==> config.mk <==
export PLATFORM = sky130hd
export DESIGN_NAME = wb_stage_ctrl
export DESIGN_NICKNAME = d
export VERILOG_FILES = /design/src/rtl/wb_stage_ctrl.sv
export SDC_FILE = /design/constraint.sdc
export NUM_CORES = 1
export LEC_CHECK = 0
export BUFFER_PORTS_ARGS = -buffer_cell sky130_fd_sc_hd__clkbuf_2
export CAP_MARGIN = 20
export CORE_UTILIZATION = 40
export DETAILED_ROUTE_END_ITERATION = 10
export GPL_ROUTABILITY_DRIVEN = 0
export PLACE_DENSITY_LB_ADDON = 0.05
export SYNTH_ARGS = -nofsm -noshare
export SYNTH_HDL_FRONTEND = slang
export SYNTH_SLANG_ARGS = --single-unit
==> constraint.sdc <==
create_clock -name clk -period 8.8 [get_ports clk]
set_clock_uncertainty 0.1 [all_clocks]
set_input_delay 2.2 -clock clk [delete_from_list [all_inputs] [get_ports clk]]
set_output_delay 2.2 -clock clk [all_outputs]
set_load 0.01 [all_outputs]
==> src/rtl/wb_stage_ctrl.sv <==
// Writeback stage controller for the pipelined MIPS core.
// Holds the M/W pipeline register. Decodes the W instruction into a writeback
// class. Extends load data, selects the register-file write address and data,
// and counts the instructions that leave W.
module wb_stage_ctrl #(
  parameter int unsigned LINK_OFF = 8,
  parameter bit          HILO_EN  = 1'b1,
  parameter int          CNT_W    = 32
) (
  input  logic             clk,
  input  logic             reset,
  input  logic             en,
  input  logic             flush,
  input  logic [31:0]      instr_M,
  input  logic [31:0]      pc_M,
  input  logic [31:0]      alu_M,
  input  logic [31:0]      mem_M,
  input  logic [1:0]       alo_M,
  input  logic [31:0]      hi_M,
  input  logic [31:0]      lo_M,
  output logic             valid_W,
  output logic [31:0]      instr_W,
  output logic [31:0]      pc_W,
  output logic             we_W,
  output logic [4:0]       waddr_W,
  output logic [31:0]      wdata_W,
  output logic             is_load_W,
  output logic [CNT_W-1:0] retired
);

  // Writeback classes: which register is written, and where the data comes from.
  typedef enum logic [2:0] {
    WB_NONE,
    WB_ALU_RD,
    WB_ALU_RT,
    WB_LOAD_RT,
    WB_LINK_RD,
    WB_LINK_RA,
    WB_HI_RD,
    WB_LO_RD
  } wb_class_t;

  // Primary opcodes that the decoder recognises.
  localparam logic [5:0] OP_SPECIAL = 6'b000000;
  localparam logic [5:0] OP_REGIMM  = 6'b000001;
  localparam logic [5:0] OP_JAL     = 6'b000011;
  localparam logic [5:0] OP_ADDIU   = 6'b001001;
  localparam logic [5:0] OP_SLTI    = 6'b001010;
  localparam logic [5:0] OP_SLTIU   = 6'b001011;
  localparam logic [5:0] OP_ANDI    = 6'b001100;
  localparam logic [5:0] OP_ORI     = 6'b001101;
  localparam logic [5:0] OP_XORI    = 6'b001110;
  localparam logic [5:0] OP_LUI     = 6'b001111;
  localparam logic [5:0] OP_LB      = 6'b100000;
  localparam logic [5:0] OP_LH      = 6'b100001;
  localparam logic [5:0] OP_LW      = 6'b100011;
  localparam logic [5:0] OP_LBU     = 6'b100100;
  localparam logic [5:0] OP_LHU     = 6'b100101;

  // SPECIAL function codes that produce a register write.
  localparam logic [5:0] FN_SLL  = 6'b000000;
  localparam logic [5:0] FN_SRL  = 6'b000010;
  localparam logic [5:0] FN_SRA  = 6'b000011;
  localparam logic [5:0] FN_SLLV = 6'b000100;
  localparam logic [5:0] FN_SRLV = 6'b000110;
  localparam logic [5:0] FN_SRAV = 6'b000111;
  localparam logic [5:0] FN_JALR = 6'b001001;
  localparam logic [5:0] FN_MFHI = 6'b010000;
  localparam logic [5:0] FN_MFLO = 6'b010010;
  localparam logic [5:0] FN_ADDU = 6'b100001;
  localparam logic [5:0] FN_SUBU = 6'b100011;
  localparam logic [5:0] FN_AND  = 6'b100100;
  localparam logic [5:0] FN_OR   = 6'b100101;
  localparam logic [5:0] FN_XOR  = 6'b100110;
  localparam logic [5:0] FN_NOR  = 6'b100111;
  localparam logic [5:0] FN_SLT  = 6'b101010;
  localparam logic [5:0] FN_SLTU = 6'b101011;

  // REGIMM rt codes for the linking branches.
  localparam logic [4:0] RT_BLTZAL = 5'b10000;
  localparam logic [4:0] RT_BGEZAL = 5'b10001;

  localparam logic [31:0] LINK_INC = 32'(LINK_OFF);
  localparam logic [4:0]  REG_RA   = 5'd31;

  // M/W pipeline register contents.
  logic             valid_r;
  logic [31:0]      instr_r;
  logic [31:0]      pc_r;
  logic [31:0]      alu_r;
  logic [31:0]      mem_r;
  logic [1:0]       alo_r;
  logic [31:0]      hi_r;
  logic [31:0]      lo_r;
  logic [CNT_W-1:0] retired_r;

  // Decode fields and intermediate results.
  logic [5:0]  opcode;
  logic [5:0]  funct;
  logic [4:0]  rt;
  logic [4:0]  rd;
  wb_class_t   wb_class;
  logic        class_writes;
  logic        op_is_load;
  logic [7:0]  byte_sel;
  logic [15:0] half_sel;
  logic [31:0] load_data;
  logic [31:0] link_data;
  logic [4:0]  waddr_sel;
  logic [31:0] wdata_sel;
  logic        w_vacated;

  assign opcode    = instr_r[31:26];
  assign funct     = instr_r[5:0];
  assign rt        = instr_r[20:16];
  assign rd        = instr_r[15:11];
  assign link_data = pc_r + LINK_INC;

  // W is vacated whenever its contents are replaced, either by a bubble or by
  // the next instruction. This is what retires the held instruction exactly once.
  assign w_vacated = en | flush;

  // Pipeline register: flush wins over en, and en low holds everything.
  always_ff @(posedge clk or posedge reset) begin
    if (reset) begin
      valid_r <= 1'b0;
      instr_r <= '0;
      pc_r    <= '0;
      alu_r   <= '0;
      mem_r   <= '0;
      alo_r   <= '0;
      hi_r    <= '0;
      lo_r    <= '0;
    end else if (flush) begin
      valid_r <= 1'b0;
      instr_r <= '0;
      pc_r    <= '0;
      alu_r   <= '0;
      mem_r   <= '0;
      alo_r   <= '0;
      hi_r    <= '0;
      lo_r    <= '0;
    end else if (en) begin
      valid_r <= 1'b1;
      instr_r <= instr_M;
      pc_r    <= pc_M;
      alu_r   <= alu_M;
      mem_r   <= mem_M;
      alo_r   <= alo_M;
      hi_r    <= hi_M;
      lo_r    <= lo_M;
    end
  end

  // Retired counter: one count each time a valid instruction leaves W. It wraps naturally.
  always_ff @(posedge clk or posedge reset) begin
    if (reset) begin
      retired_r <= '0;
    end else if (valid_r && w_vacated) begin
      retired_r <= retired_r + CNT_W'(1);
    end
  end

  // Classify the W instruction by destination register and data source.
  always_comb begin
    wb_class = WB_NONE;
    case (opcode)
      OP_SPECIAL: begin
        case (funct)
          FN_ADDU, FN_SUBU, FN_AND, FN_OR, FN_XOR, FN_NOR,
          FN_SLT, FN_SLTU,
          FN_SLL, FN_SRL, FN_SRA, FN_SLLV, FN_SRLV, FN_SRAV:
            wb_class = WB_ALU_RD;
          FN_JALR:
            wb_class = WB_LINK_RD;
          FN_MFHI:
            wb_class = HILO_EN ? WB_HI_RD : WB_NONE;
          FN_MFLO:
            wb_class = HILO_EN ? WB_LO_RD : WB_NONE;
          default:
            wb_class = WB_NONE;
        endcase
      end
      OP_REGIMM: begin
        if (rt == RT_BLTZAL || rt == RT_BGEZAL) begin
          wb_class = WB_LINK_RA;
        end
      end
      OP_JAL:
        wb_class = WB_LINK_RA;
      OP_ADDIU, OP_ANDI, OP_ORI, OP_XORI, OP_LUI, OP_SLTI, OP_SLTIU:
        wb_class = WB_ALU_RT;
      OP_LB, OP_LH, OP_LW, OP_LBU, OP_LHU:
        wb_class = WB_LOAD_RT;
      default:
        wb_class = WB_NONE;
    endcase
  end

  // Flag the loads separately because the hazard unit needs this even for loads to $0.
  always_comb begin
    op_is_load = 1'b0;
    case (opcode)
      OP_LB, OP_LH, OP_LW, OP_LBU, OP_LHU: op_is_load = 1'b1;
      default:                             op_is_load = 1'b0;
    endcase
  end

  // Pick the addressed byte and halfword out of the raw memory word. Halfwords ignore alo[0].
  always_comb begin
    byte_sel = mem_r[7:0];
    case (alo_r)
      2'd0:    byte_sel = mem_r[7:0];
      2'd1:    byte_sel = mem_r[15:8];
      2'd2:    byte_sel = mem_r[23:16];
      2'd3:    byte_sel = mem_r[31:24];
      default: byte_sel = mem_r[7:0];
    endcase
    half_sel = alo_r[1] ? mem_r[31:16] : mem_r[15:0];
  end

  // Sign- or zero-extend the selected byte/halfword according to the load type.
  always_comb begin
    load_data = mem_r;
    case (opcode)
      OP_LB:   load_data = {{24{byte_sel[7]}}, byte_sel};
      OP_LBU:  load_data = {24'd0, byte_sel};
      OP_LH:   load_data = {{16{half_sel[15]}}, half_sel};
      OP_LHU:  load_data = {16'd0, half_sel};
      default: load_data = mem_r;
    endcase
  end

  // Steer the write address and data from the writeback class. For no-write
  // classes, rd and alu are passed through.
  always_comb begin
    waddr_sel    = rd;
    wdata_sel    = alu_r;
    class_writes = 1'b1;
    case (wb_class)
      WB_ALU_RD: begin
        waddr_sel = rd;
        wdata_sel = alu_r;
      end
      WB_ALU_RT: begin
        waddr_sel = rt;
        wdata_sel = alu_r;
      end
      WB_LOAD_RT: begin
        waddr_sel = rt;
        wdata_sel = load_data;
      end
      WB_LINK_RD: begin
        waddr_sel = rd;
        wdata_sel = link_data;
      end
      WB_LINK_RA: begin
        waddr_sel = REG_RA;
        wdata_sel = link_data;
      end
      WB_HI_RD: begin
        waddr_sel = rd;
        wdata_sel = hi_r;
      end
      WB_LO_RD: begin
        waddr_sel = rd;
        wdata_sel = lo_r;
      end
      default: begin
        waddr_sel    = rd;
        wdata_sel    = alu_r;
        class_writes = 1'b0;
      end
    endcase
  end

  assign valid_W   = valid_r;
  assign instr_W   = instr_r;
  assign pc_W      = pc_r;
  assign waddr_W   = waddr_sel;
  assign wdata_W   = wdata_sel;
  assign we_W      = valid_r & class_writes & (waddr_sel != 5'd0);
  assign is_load_W = valid_r & op_is_load;
  assign retired   = retired_r;

endmodule

==> qor.yml <==
run_status:
  outcome: "finished clean"
die:
  core_region_area_um2: 28800
  floorplan.initialDensity_pct: 40.8
  floorplan.io_pins: 334
  die_h_um: 173
  horiz_die_dim_um: 173
  rows: 62
  design.die.area_um2: 30100
flow_run:
  max-cap-violations: 0
pwr:
  power_leakage_nw: 7.33
  vdd_drop_max_mv: 0.154
  power_density_nw_per_um2: 185
routing:
  drtAntennaViolNets: 0
  dr_wl_met2_um: 17300
  num_vias: 10000
  totalWireLength_um: 38400
  drt_first_iter_violations: 677
  drt_first_pass_iters: 5
  route.detailed.vias_per_inst: 5.35
  wl_met1_um: 17000
  route.met3.wl_um: 3150
  wl_per_cell_um: 20.5
  drc: 0
  dr.max_layer_used: "met5"
layout:
  utilization_pct: 50.8
  multi_input_comb_area_um2: 5720
  final-seq-area_um2: 5680
  drive_gt1_share_pct: 29.1
  final_nets: 1670
  fillers: 2712
  synthToLayoutAreaGrowth_pct: 24.3
  num_antenna_cells: 0
sta:
  setup_viol_count_final: 0
  fin_setup_tns_ns: 0
  rsz0062_at_grt: "no"
  transition_at_the_pin_with_the_smallest_max_transition_slack_ns: 1.10
  final_period_minus_worst_setup_slack_ns: 5.98
  slew_violations: 0
  final_hold_viol_count: 0
  post-route-worst-setup-slack_ns: 2.82
  clock.fmax_ghz: 0.167
  slew-limit-headroom_pct: 26.6
  final.period_utilization_pct: 68.0
logic_synthesis:
  synthCells: 1173
  syn_area_per_cell_um2: 10.0
  syn-num-nets: 1373
  netlist_top_cells_area: "dfrtp_1 48%, mux2i_1 18%, nor2_1 8.1%"
  synth.top_cell.area_share_pct: 48.3
  post_synth_num_cell_types: 49
  seq_area_frac_synth_pct: 48.3
  yosysWarningCount: 0
  count_of_flip_flops_with_a_built_in_enable_after_synthesis: 0
  synth_top_cell_by_area: "dfrtp_1"
  synth.ff_latch_count: 227
  synth.cell_area_um2: 11800
  ys.flop_type: "dfrtp_1"
  async_reset_ff_share_pct: 100
clock_tree:
  clock_tree_from_tritoncts: "yes"
  postCtsSetupBuffers: 0
  cts_buffers: 28
  cts_resized: 0
  cts_hold_repair.buffers: 0
  clock-sinks: 227
  htree_levels: 1
  clkTransAtPathRegs_ns: 0.06
  clk_path_buf_depth: 3
  cts.root.buffer_cell: "clkbuf_16"
  clkLatencyLatePin_ns: 0.54
grt:
  globalRouteTotalUtil_pct: 25.4
  largest_net_degree_at_the_start_of_global_routing: 135
  grt_pass1_vias: 9696
  grt_overflow_total: 0
  grt_first_pass_wirelength_um: 59100
  grt_antenna_before_repair: 2
critical_path:
  critical-path-slowest-cell: "o211ai_1"
  timing.critical_path.buf_inv: 2
  slowest_delay_ns: 0.88
  worst_setup_path_start_kind: "register"
  timing.setup.critical_path_class: "register to primary output"
  worst-r2r-cell-count: 5
  regToRegSetupSlack_ns: 6.63
  worst-path-stages: 7
  critical_path.top_delay_family: "compound AO/OA/AOI/OAI gates"
  worstPathCellList: "nor2b_1 -> o211ai_1 -> nand3_2 -> buf_4 -> o21a_1 -> a31oi_1 -> clkbuf_2"
  critPathArrivalTime_ns: 3.68
  crit_fanout: 58
  crit_path_end_kind: "primary output"
  critical_path_data_required_time_ns: 6.50
hold_path:
  timing.hold.worst_path_depth: 1
  hold_path.class: "register to register"
place:
  dp_slack_ns: 3.39
  buffer_ports.inserted: 333
  dpl.hpwl_um: 27500
[placed cells by master, fill, tap and decap left out, types with 11 or more instances in the layout]
cell type  netlist  final
nor3_1          25     25
inv_1           14     13
a21oi_1         17     17
clkbuf_16        0     28
a31oi_1         16     16
mux2_2          31     31
mux2i_1        206    206
nand2b_1        11     11
dfrtp_1        227    227
o21ai_0         23     23
clkbuf_2         0    331
nand4_1         13     13
xor2_1          15     15
nand3_1         24     23
a41oi_1         15     15
nor2_1         253    253
xnor2_1         29     29
nand2_1         67     67
o21a_1          11     11
[path summary, 6_finish.rpt]
kind / end / from
max in group asynchronous: mem_r[8] / reset
hold reg to reg: retired[31] / retired[31]
min in group asynchronous: hi_r[23] / reset
hold / removal: retired[31] / retired[31]
setup reg to reg: retired[31] / retired[5]
setup / recovery: wdata_W[31] / instr_W[26]
[per-layer routing]
| layer | track usage (%) | up-vias |
|---|---|---|
| li1 | - | 4721 |
| met1 | 35.0 | 4846 |
| met2 | 39.3 | 396 |
| met3 | 6.69 | 51 |
| met4 | 6.97 | 4 |
| met5 | 0 | - |
[cell families (layout without fill, tap and decap cells)]
| logic type | Yosys count | after routing | synth area share, % |
|---|---|---|---|
| AO/OA/AOI/OAI | 131 | 131 | 7.85 |
| XOR/XNOR | 44 | 44 | 3.28 |
| AND/OR/NAND/NOR | 440 | 440 | 16.6 |
| multiplexers | 237 | 237 | 20.5 |
| adder cells (fa/ha/maj) | 2 | 2 | 0.213 |
| buffers and inverters | 92 | 407 | 3.19 |
| flip-flops | 227 | 227 | 48.3 |
[synthesized netlist by cell type, types with 3 or more instances]
| master | count |
|---|---|
| clkbuf_1 | 44 |
| and2_1 | 4 |
| o21ai_0 | 23 |
| nor2_1 | 253 |
| and4_1 | 3 |
| o211ai_1 | 3 |
| o21a_1 | 11 |
| nor3_1 | 25 |
| mux2i_1 | 206 |
| nor4_1 | 8 |
| buf_2 | 9 |
| nor3b_1 | 5 |
| a21oi_1 | 17 |
| a311oi_1 | 8 |
| inv_1 | 14 |
| mux2_2 | 31 |
| nand2b_1 | 11 |
| a22oi_1 | 5 |
| dfrtp_1 | 227 |
| or4_1 | 4 |
| nor4b_1 | 4 |
| nand2_1 | 67 |
| nor4_2 | 4 |
| o21ai_1 | 6 |
| or2_2 | 4 |
| o31a_1 | 6 |
| a31oi_1 | 16 |
| a221oi_1 | 6 |
| o221ai_1 | 7 |
| xnor2_1 | 29 |
| and3_1 | 6 |
| xor2_1 | 15 |
| nand4_1 | 13 |
| a41oi_1 | 15 |
| nand3_1 | 24 |
| buf_1 | 22 |
[worst register-to-register path: cells and delay by family (launching register included)]
kind | cells | cell delay, ns
flops | 1 | 0.45
simple gates | 4 | 1.35
xor+xnor | 1 | 0.16
[power breakdown]
group / internal, mW / switching (mW) / total [mW] / leakage (nW)
clock network: 0.644 / 0.449 / 1.09 / 0.435
registers: 1.11 / 0.0776 / 1.19 / 3.02
logic: 0.183 / 0.239 / 0.422 / 3.88
total: 1.94 / 0.766 / 2.70 / 7.33
[registers in the layout, summed over array words and instances (netlist names)]
register and count:
alu_r 32, hi_r 32, instr_W 32, lo_r 32, mem_r 32, pc_W 32, retired 32, alo_r 2
valid_W 1
[final cells by class]
type,instances,share of cell area [%]
sequential,227,38.9
tap,384,3.29
clock buffer,36,5.28
clock inverter,12,0.702
timing repair buffer,345,12.3
inverter,14,0.411
multi-input combinational,854,39.2
[per-stage QoR]
step / power (mW) / cell area, um^2 / cells / hold WS [ns]
2_1_floorplan: 1.44 / 11800 / 1173 / 0.380
3_3_place_gp: 1.63 / 13700 / 1822 / 0.360
3_5_place_dp: 1.63 / 13700 / 1823 / 0.367
4_1_cts: 2.74 / 14600 / 1871 / 0.375
5_1_grt: 2.83 / 14600 / 1872 / 0.402
6_report: 2.70 / 14600 / 1872 / 0.383
Note: power is estimated with default switching activity, not from simulation.
